===== src/rtl/uc_pkg.sv =====
// uc_pkg: shared definitions for the microcontroller control unit.
//   - Opcode constants for the fixed-encoding instructions.
//   - ALU-class mask (opcode MSB set selects the ALU group).
//   - Run/halt/error state encoding.
package uc_pkg;

    // LI occupies 0000xx, so only the upper four opcode bits identify it.
    localparam logic [3:0] OP_LI    = 4'b0000;
    localparam logic [5:0] OP_J     = 6'b000100;
    localparam logic [5:0] OP_JZ    = 6'b000101;
    localparam logic [5:0] OP_JNZ   = 6'b000110;
    localparam logic [5:0] OP_HALT  = 6'b000111;
    localparam logic [5:0] ALU_MASK = 6'b100000;

    typedef enum logic [1:0] {
        ST_RUN   = 2'd0,
        ST_HALT  = 2'd1,
        ST_ERROR = 2'd2
    } state_t;

endpackage


===== src/rtl/uc_dec.sv =====
// uc_dec: purely combinational opcode decoder.
// Ports:
//   Opcode     in  6  instruction opcode field
//   z          in  1  registered zero flag
//   s_inc      out 1  1 = PC+1, 0 = take the jump target
//   s_inm      out 1  immediate path select (LI)
//   we3        out 1  register-file write enable
//   wez        out 1  zero-flag write enable
//   op         out 3  ALU operation
//   is_halt    out 1  opcode is HALT
//   is_illegal out 1  opcode is in the reserved space
module uc_dec
    import uc_pkg::*;
(
    input  logic [5:0] Opcode,
    input  logic       z,
    output logic       s_inc,
    output logic       s_inm,
    output logic       we3,
    output logic       wez,
    output logic [2:0] op,
    output logic       is_halt,
    output logic       is_illegal
);

    always_comb begin
        s_inc      = 1'b1;
        s_inm      = 1'b0;
        we3        = 1'b0;
        wez        = 1'b0;
        op         = 3'b000;
        is_halt    = 1'b0;
        is_illegal = 1'b0;

        if ((Opcode & ALU_MASK) != 6'b000000) begin
            op  = Opcode[4:2];
            we3 = 1'b1;
            wez = 1'b1;
        end else if (Opcode[5:2] == OP_LI) begin
            s_inm = 1'b1;
            we3   = 1'b1;
        end else begin
            case (Opcode)
                OP_J:    s_inc   = 1'b0;
                OP_JZ:   s_inc   = ~z;
                OP_JNZ:  s_inc   = z;
                OP_HALT: is_halt = 1'b1;
                // 001xxx and 01xxxx
                default: is_illegal = 1'b1;
            endcase
        end
    end

endmodule


===== src/rtl/uc.sv =====
// uc: control unit for the single-cycle microcontroller datapath.
// Decodes the opcode, gates the PC through pc_en with a run/halt/error
// state machine and counts retired instructions (saturating).
// Ports:
//   clk     in  1    rising-edge clock
//   reset   in  1    asynchronous active-high reset
//   Opcode  in  6    instr[15:10]
//   z       in  1    registered zero flag
//   resume  in  1    leave HALT (only looked at while halted)
//   s_inc, s_inm, we3, wez, Op   datapath control word
//   pc_en   out 1    PC register load enable
//   halted  out 1    machine is in HALT
//   illegal out 1    machine is in ERROR
//   icount  out ICW  retired-instruction count
module uc
    import uc_pkg::*;
#(
    parameter int ICW = 16
) (
    input  logic           clk,
    input  logic           reset,
    input  logic [5:0]     Opcode,
    input  logic           z,
    input  logic           resume,
    output logic           s_inc,
    output logic           s_inm,
    output logic           we3,
    output logic           wez,
    output logic [2:0]     Op,
    output logic           pc_en,
    output logic           halted,
    output logic           illegal,
    output logic [ICW-1:0] icount
);

    localparam logic [ICW-1:0] ICNT_ONE = {{(ICW-1){1'b0}}, 1'b1};
    localparam logic [ICW-1:0] ICNT_MAX = {ICW{1'b1}};

    state_t     state, state_nx;
    logic       retire;
    logic       d_s_inc, d_s_inm, d_we3, d_wez, d_halt, d_illegal;
    logic [2:0] d_op;

    uc_dec u_dec (
        .Opcode     (Opcode),
        .z          (z),
        .s_inc      (d_s_inc),
        .s_inm      (d_s_inm),
        .we3        (d_we3),
        .wez        (d_wez),
        .op         (d_op),
        .is_halt    (d_halt),
        .is_illegal (d_illegal)
    );

    always_ff @(posedge clk or posedge reset) begin
        if (reset) state <= ST_RUN;
        else       state <= state_nx;
    end

    always_comb begin
        state_nx = state;
        s_inc    = 1'b1;
        s_inm    = 1'b0;
        we3      = 1'b0;
        wez      = 1'b0;
        Op       = 3'b000;
        pc_en    = 1'b0;
        retire   = 1'b0;

        case (state)
            ST_RUN: begin
                // The decoder already zeroes writes for HALT/illegal, so only
                // the PC strobe needs suppressing here.
                s_inc = d_s_inc;
                s_inm = d_s_inm;
                we3   = d_we3;
                wez   = d_wez;
                Op    = d_op;
                pc_en = 1'b1;
                if (d_halt) begin
                    pc_en    = 1'b0;
                    state_nx = ST_HALT;
                end else if (d_illegal) begin
                    pc_en    = 1'b0;
                    state_nx = ST_ERROR;
                end else begin
                    retire = 1'b1;
                end
            end
            ST_HALT: begin
                // Resume steps the PC past the HALT word; not a retire.
                if (resume) begin
                    pc_en    = 1'b1;
                    state_nx = ST_RUN;
                end
            end
            ST_ERROR: begin
                state_nx = ST_ERROR;
            end
            default: begin
                state_nx = ST_RUN;
            end
        endcase
    end

    always_ff @(posedge clk or posedge reset) begin
        if (reset)
            icount <= '0;
        else if (retire && (icount != ICNT_MAX))
            icount <= icount + ICNT_ONE;
    end

    assign halted  = (state == ST_HALT);
    assign illegal = (state == ST_ERROR);

endmodule


===== config.mk =====
export PLATFORM = sky130hd
export DESIGN_NAME = uc
export DESIGN_NICKNAME = d
export VERILOG_FILES = /design/src/rtl/uc_pkg.sv /design/src/rtl/uc_dec.sv /design/src/rtl/uc.sv
export SDC_FILE = /design/constraint.sdc
export NUM_CORES = 1
export LEC_CHECK = 0
export ABC_CLOCK_PERIOD_IN_PS = 5500
export BUFFER_PORTS_ARGS = -buffer_cell sky130_fd_sc_hd__buf_2
export CELL_PAD_IN_SITES_DETAIL_PLACEMENT = 0
export CELL_PAD_IN_SITES_GLOBAL_PLACEMENT = 1
export CORE_ASPECT_RATIO = 1.5
export CORE_MARGIN = 10
export CORE_UTILIZATION = 40
export DETAILED_ROUTE_END_ITERATION = 12
export PLACE_DENSITY_LB_ADDON = 0.1
export SLEW_MARGIN = 20
export SYNTH_ARGS = -nofsm -noshare
export SYNTH_HDL_FRONTEND = slang
export SYNTH_HIERARCHICAL = 1
export SYNTH_SLANG_ARGS = --single-unit

===== constraint.sdc =====
create_clock -name clk -period 5.5 [get_ports clk]
set_input_delay 0.55 -clock clk [delete_from_list [all_inputs] [get_ports clk]]
set_output_delay 0.55 -clock clk [all_outputs]
set_load 0.01 [all_outputs]

Word-level counts from Yosys, hierarchy flattened
Cells that the tools add are included.
Widths: inputs -> output; s select.
{ "totals": {"register_bits": 18, "latch_bits": 0, "ram_bits": 0, "rom_bits": 0, "elab_cells": 46, "n_memories": 0} }
{ "op_classes": {"add_sub_neg": 1, "multipliers": 0, "n_div": 0, "n_lt_le_gt_ge": 0, "n_eq_ne": 9, "shift": 0, "n_mux": 28, "n_bitwise": 1, "reduce_logical": 5} }
{ "ops": {"columns": ["cell", "count"], "rows": [
  ["$eq 6x3->1 const B", 4],
  ["$mux 1", 20],
  ["$add 16x1->16 const B", 1],
  ["$ne 16x16->1 const B", 1],
  ["$mux 2", 3],
  ["$mux 3", 2],
  ["$pmux 2 s3", 1],
  ["$logic_not 4->1", 1],
  ["$reduce_or 4->1", 1],
  ["$ne 3x3->1 const B", 1],
  ["$pmux 1 s3", 1],
  ["$eq 2x1->1 const B", 1],
  ["$eq 2x2->1 const B", 1],
  ["$logic_not 2->1", 1],
  ["$ne 2x2->1 const B", 1],
  ["$pmux 1 s2", 1],
  ["$reduce_and 2->1", 1],
  ["$logic_and 1x1->1", 1],
  ["$not 1->1", 1]
]} }

Longest topological paths before layout
Gate-level depths: netlist of run 1.
{ "logic_depth": {"depth_word": 9, "ltp_mapped": 7} }

Modules after synthesis
The synthesis of run 1 kept the hierarchy.
{ "modules_own_cells": {"columns": ["mod", "instances", "cells_per_inst", "area_per_inst_um2", "seq_area_each_um2"], "rows": [
  ["uc", 1, 96, 1008.5, 450.4],
  ["uc_dec", 1, 12, 85.1, 0.0]
]} }

Worst setup path before layout of run 1
Ideal clock, no wire load.
{ "synth_path": {"kind": "input to output", "start": "input port Opcode[5]", "end": "output port pc_en", "arrival_ns": 1.563, "t_required_ns": 4.950, "path_slack_ns": 3.387, "path_stages": 5, "path_buffers": 1, "path_cell_list": "nor3_1 > and4_1 > or4_4 > buf_6 > nand2_1"} }
{ "synth_between": {"word_cells_on_any_way": 15, "classes_between": "eq/ne (4); mux (9); reduce/logical (2)"} }
{ "synth_rtl": {"columns": ["element", "line", "rtl"], "rows": [
  ["start, declared", "uc.sv:22", "input logic [5:0] Opcode,"],
  ["$eq 6x3->1", "uc_dec.sv:43", "case (Opcode)"],
  ["$mux 1", "uc_dec.sv:43", null],
  ["$mux 1", "uc_dec.sv:39", "end else if (Opcode[5:2] == OP_LI) begin"],
  ["$mux 1 *", "uc_dec.sv:35", "if ((Opcode & ALU_MASK) != 6'b000000) begin"],
  ["via d_halt", "uc.sv:41", "logic d_s_inc, d_s_inm, d_we3, d_wez, d_halt, d_illegal;"],
  ["$mux 1 *", "uc.sv:81", "if (d_halt) begin"],
  ["$pmux 1 s2 *", "uc.sv:71", "case (state)"],
  ["end, declared", "uc.sv:30", "output logic pc_en,"]
]} }
The timed path passes the listed nets; every way through them passes the cells marked *.

Worst setup path in the final report of run 1
Ends and elaborated chain as after synthesis.

==> results_dict.tcl, run 1 <==
set metrics [dict create \
    status "complete, no violations" \
    cts_max_level 1 \
    fp.dieH_um 84.0 \
    setup_tns_ps 0 \
    reg2reg_from "icount[0]" \
    final_util_pct 51.0 \
    yosys.area.top_type "dfrtp_1" \
    n_fill_cell 281 \
    reg2reg_slack_ps 3460 \
    synthTopCellsByArea "dfrtp_1, xor2_1, nor4_2, nand3_1, and2_1" \
    portBuffers 35 \
    die_w_um 62.7 \
    final.period_utilization_pct 42.8 \
    clk_pin_slew_ps 70 \
    grt_max_degree 19 \
    diodes 0 \
    vias 907 \
    synth_ff_type "dfrtp_1" \
    timing.fmax_mhz 424 \
    drt_first_pass_iters 4 \
    worstRegToRegCells 5 \
    cts_resized 0 \
    clk_path_buf_depth 2 \
    cp.arrival_ps 1810 \
    dr.first_iter.drc_count 19 \
    cts_sinks 18 \
    drc_errors 0 \
    rows 23 \
    track_usage_pct 10.2 \
    synth_nets 119 \
    yosysSeqAreaShare_pct 41.2 \
    end_kind "output port" \
    worst_pin_slew_ps 712 \
    antenna_found_initial 0 \
    avgRoutedWirePerCell_um 13.9 \
    leakage_uw 0.000603 \
    finalHoldViolations 0 \
    cap_violations 0 \
    place_hpwl_mm 2.04 \
    grt_pass1_vias 965 \
    grt_pass1_wl_mm 4.51 \
    cts_setup_buffers 0 \
    numCtsBuffers 3 \
    ys_types 32 \
    start_util_pct 41.3 \
    r2r-end "icount[1]" \
    hold_buffers 0 \
    worstHoldPathType "input pin to async pin" \
    avgSynthCellArea_um2 10.1 \
    synth_edf_count 0 \
    grt_overflow 0 \
    worstPathRequired_ps 4950 \
    insertion_delay_ps 250 \
    path_class "input pin to output port" \
    cts-root-buf "clkbuf_8" \
    p_per_area_mw_per_mm2 247 \
    yosysWarnings 6 \
    ir_drop_mv 0.199 \
    synthCells 108 \
    slew_headroom_pct 52.5 \
    wirelength_mm 2.53 \
    fin_skew_ps 5.60 \
    boundaryPins 36 \
    ys_seq_elements 18 \
    crit_start "Opcode[5]" \
    syn_to_final_growth_pct 23.6 \
    via_per_inst 4.98 \
    synthArstFlopShare_pct 100 \
    core_mm2 0.00265 \
    ant_nets 0 \
    drv_slew 0 \
    syn_area_mm2 0.00109 \
    nets 157 \
    grt_setup_unrepaired "false" \
    drive_gt1_share_pct 37.2 \
    crit_fanout 13 \
    synthDominantCellAreaShare_pct 41.2 \
    timing.final.setup_violations 0 \
    die-area_mm2 0.00527 \
    worstSetupStartpointType "input pin" \
    fin_crit_ps 2360 \
    gp_congestion 0.754 \
    cts_tree "built" \
]
-- power by group --
part | internal [µW] | switching [µW] | leakage, µW
combinational | 29.7 | 30.0 | 0.000364
clock | 63.5 | 43.9 | 0.0000288
sequential | 146 | 20.3 | 0.000210
total | 239 | 94.1 | 0.000603
-- cell usage in the layout, fill, tap and decap left out, types with 2 or more instances in the layout --
cell type	count
buf_2	35
dfrtp_1	18
nand3_1	10
xor2_1	10
nor2_1	7
nor3_1	7
nand2_1	6
and2_1	6
nor4_2	5
and4_1	4
clkbuf_8	4
xnor2_1	3
nand4_1	3
inv_1	3
a21oi_1	3
and2_2	3
or4_4	2
mux2i_1	2
-- sequential cells by signal, indices dropped and copies added (netlist names) --
name	count
state	2
icount	16
-- worst max-delay path, cell delays in order --
cell	delay [ps]
buf_2	140
nor3_1	80
and4_1	220
or4_4	600
nand2_1	90
buf_2	120
-- routing by layer --
layer / routed length [µm] / GRT usage, % / vias to the layer above
met4: 50 / 5.71 / 0
met1: 1070 / 11.4 / 417
met3: 102 / 2.82 / 6
met5: 0 / 0 / -
li1: - / - / 460
met2: 1300 / 16.9 / 24
-- kinds of logic (layout without fill, tap and decap cells) --
logic type | after synthesis | count (layout) | synth area share [%]
buf+inv | 5 | 42 | 2.75
mux | 3 | 3 | 3.20
xor+xnor | 13 | 13 | 10.4
simple gates | 63 | 63 | 38.6
fa+ha+maj | 1 | 1 | 1.14
flops | 18 | 18 | 41.2
compound gates | 5 | 5 | 2.75
-- synthesized netlist by cell type, drive strengths merged, types with 2 or more instances --
library cell,number
nand3,10
nor2,8
buf,2
inv,3
a21oi,3
or4,2
nand4,4
and2,9
nor4,5
xor2,10
nor3,7
xnor2,3
or2,2
mux2i,2
dfrtp,18
nand2,6
and4,4
-- worst max-delay path by stage --
stage	to	slack, ps	depth (start not counted)
6_report	pc_en	3140	6
5_1_grt	pc_en	3070	6
4_1_cts	pc_en	3130	6
3_5_place_dp	pc_en	3130	6
3_3_place_gp	pc_en	3150	6
2_1_floorplan	pc_en	3390	5
-- through the flow --
| step | cells | cell area, µm² | worst slack, ps | hold slack [ps] | total power (µW) |
|---|---|---|---|---|---|
| floorplan | 108 | 1090 | 3390 | 489 | 203 |
| global placement | 178 | 1300 | 3150 | 497 | 229 |
| detailed placement | 178 | 1300 | 3130 | 516 | 231 |
| CTS | 182 | 1350 | 3130 | 433 | 339 |
| global route | 182 | 1350 | 3070 | 466 | 353 |
| finish | 182 | 1350 | 3140 | 404 | 334 |
-- layout make-up --
class	instances	area (µm²)	share of cell area, %
well taps	37	46.3	3.43
flip-flops and latches	18	450	33.3
repair buffers	35	175	13.0
inverters	3	11.3	0.833
clock buffers	4	55.1	4.07
multi-input cells	85	613	45.4
(Power assumes the default switching activity.)
==> run 2, diff against run 1 <==
--- a/config.mk
+++ b/config.mk
@@ -5,13 +5,14 @@
 export SDC_FILE = /design/constraint.sdc
 export NUM_CORES = 1
 export LEC_CHECK = 0
-export ABC_CLOCK_PERIOD_IN_PS = 5500
+export ABC_AREA = 1
+export ABC_CLOCK_PERIOD_IN_PS = 2200
 export BUFFER_PORTS_ARGS = -buffer_cell sky130_fd_sc_hd__buf_2
 export CELL_PAD_IN_SITES_DETAIL_PLACEMENT = 0
 export CELL_PAD_IN_SITES_GLOBAL_PLACEMENT = 1
 export CORE_ASPECT_RATIO = 1.5
 export CORE_MARGIN = 10
-export CORE_UTILIZATION = 40
+export CORE_UTILIZATION = 35
 export DETAILED_ROUTE_END_ITERATION = 12
 export PLACE_DENSITY_LB_ADDON = 0.1
 export SLEW_MARGIN = 20
==> constraint.sdc (replaced) <==
create_clock -name clk -period 2.2 [get_ports clk]
set_input_delay 0.22 -clock clk [delete_from_list [all_inputs] [get_ports clk]]
set_output_delay 0.22 -clock clk [all_outputs]
set_load 0.01 [all_outputs]
==> run 2 against run 1 <==
  * Sequential share of layout area shrank 3.8 points
  * Non-clock buffer count is the same
  * Core utilization is 7.2 points lower
  * Critical path type is now flop to flop
  * Largest power group unchanged
  * Highest routed layer unchanged
==> results_dict.tcl, run 2 <==
set metrics [dict create \
    ys_types 22 \
    track_usage_pct 10.7 \
    rows 26 \
    cts_sinks 18 \
    synthAdderAreaFrac_pct 0.972 \
    insertion_delay_ps 250 \
    cts_tree "built" \
    clk_path_buf_depth 2 \
    synthMuxAreaShare_pct 0 \
    busiest_layer "met2" \
    avgRoutedWirePerCell_um 12.1 \
    finalHoldViolations 0 \
    slew_headroom_pct 51.6 \
    syn_to_final_growth_pct 18.6 \
    worstHoldPathType "input pin to async pin" \
    numCtsBuffers 3 \
    diodes 0 \
    worstPathRequired_ps 2380 \
    syn_area_mm2 0.00129 \
    yosysWarnings 6 \
    drive_gt1_share_pct 22.7 \
    cp_common_cell "nor2_2" \
    wirelength_mm 3.39 \
    synth.most_common_cell "nand2_1" \
    synth_nets 214 \
    met3_usage_pct 3.92 \
    synth_ff_type "dfrtp_1" \
    timing.fmax_mhz 593 \
    cts_setup_buffers 0 \
    synthCells 203 \
    n_fill_cell 386 \
    cap_violations 0 \
    fin_crit_ps 1690 \
    core_mm2 0.00348 \
    final_common_cell "nand2_1" \
    timing.final.setup_violations 0 \
    via_per_inst 4.75 \
    fin_skew_ps 1.15 \
    fp.dieH_um 94.3 \
    yosysSeqAreaShare_pct 35.0 \
    avgSynthCellArea_um2 6.34 \
    status "complete, no violations" \
    die-area_mm2 0.00655 \
    cp_cell_sequence "ha_1 > inv_1 > nor2_2 > nand2_2 > nor2_4 > nor2_2 > nand2_1 > o21ai_1" \
    synth_edf_count 0 \
    setup_tns_ps 0 \
    synthArstFlopShare_pct 100 \
    regMostFlops "icount" \
    gp_congestion 0.806 \
    grt_max_degree 19 \
    top_regs "icount (16), state (2)" \
    place_hpwl_mm 2.79 \
    slowest_stage "nor2_2" \
    drc_errors 0 \
    boundaryPins 36 \
    yosys.area.top_type "dfrtp_1" \
    final_cell_mix "nand2_1, buf_2, inv_1" \
    drt_first_pass_iters 2 \
    p_per_area_mw_per_mm2 536 \
    synth_compound_area_share_pct 4.57 \
    leakage_uw 0.000804 \
    cts_resized 0 \
    cts-root-buf "clkbuf_8" \
    use_met2_pct 20.5 \
    yosys.area_share.simple_pct 43.8 \
    crit_fanout 14 \
    grt_pass1_vias 1374 \
    final.period_utilization_pct 76.7 \
    ir_drop_mv 0.250 \
    nets 251 \
    portBuffers 35 \
    antenna_found_initial 0 \
    synthTopCellsByArea "dfrtp_1, nand2_1, inv_1, nor2_1, nand3_1" \
    use_met1_pct 9.67 \
    synthDominantCellAreaShare_pct 35.0 \
    cp.arrival_ps 1870 \
    setup_ws_ps 513 \
    synth-xor-area-share_pct 3.40 \
    ys_seq_elements 18 \
    cts_max_level 1 \
    worstRegToRegCells 8 \
    pre_cts_slack_ps 461 \
    worst_pin_slew_ps 725 \
    vias 1330 \
    grt_pass1_wl_mm 5.83 \
    start_util_pct 37.0 \
    die_w_um 69.5 \
    whs_ps 77.5 \
    synth_top_family_by_area "simple AND/OR/NAND/NOR gates" \
    synthTopCellsByCount "nand2_1, inv_1, nor2_1" \
    grt_overflow 0 \
    largest_reg_flops 16 \
    end_kind "flop" \
    dr.first_iter.drc_count 42 \
    path_class "flop to flop" \
    ant_nets 0 \
    worstSetupStartpointType "flop" \
    hold_buffers 0 \
    max_stage_delay_ps 450 \
    clk_pin_slew_ps 70 \
    drv_slew 0 \
    grt_setup_unrepaired "false" \
]
==> run 2: kinds of logic after synthesis <==
kind of cell / Yosys count
adder cells (fa/ha/maj): 1
AND/OR/NAND/NOR: 131
buffers and inverters: 37
AO/OA/AOI/OAI: 11
flip-flops: 18
XOR/XNOR: 5
==> run 2: final timing paths <==
| kind | startpoint | end | slack [ps] |
|---|---|---|---|
| min in group clk | resume | state[0] | 290 |
| worst max-delay path | icount[0] | icount[7] | 510 |
| worst max register to register | icount[0] | icount[7] | 510 |
| worst min-delay path | reset | icount[1] | 80 |
| max in group asynchronous | reset | icount[13] | 1670 |
| worst min register to register | icount[0] | icount[0] | 560 |
==> run 2: routing by layer <==
| layer | vias up | wire length, µm |
|---|---|---|
| met5 | - | 0 |
| met4 | 0 | 64 |
| met3 | 4 | 261 |
| met2 | 32 | 1720 |
| met1 | 610 | 1350 |
| li1 | 684 | - |
==> run 2: area by class of cell <==
class | instances | area, µm² | area share, %
Clock buffer | 3 | 41.3 | 2.70
Inverter | 34 | 128 | 8.36
Multi-Input combinational cell | 148 | 679 | 44.5
Sequential cell | 18 | 450 | 29.5
Tap cell | 42 | 52.6 | 3.44
Timing Repair Buffer | 35 | 175 | 11.5
==> run 2: worst max-delay path, delay by kind of cell, from the launching register on <==
kind            cells  cell delay, ps
fa+ha+maj           1             270
flops               1             420
simple gates        5             740
compound gates      1             100
buf+inv             1              90
==> run 2: stage by stage <==
step           area [µm²]  power [µW]  util [%]  cells
2_1_floorplan        1290         522         -    203
3_3_place_gp         1490         592      42.7    277
3_5_place_dp         1490         600      42.7    277
4_1_cts              1530         837      43.9    280
5_1_grt              1530         882      43.9    280
6_report             1530         818      43.9    280
==> run 2: report_power, final <==
part / total (µW) / leakage, µW / switching, µW / internal (µW)
clock network: 230 / 0.0000216 / 108 / 122
logic: 176 / 0.000549 / 105 / 70.3
registers: 413 / 0.000234 / 47.5 / 365
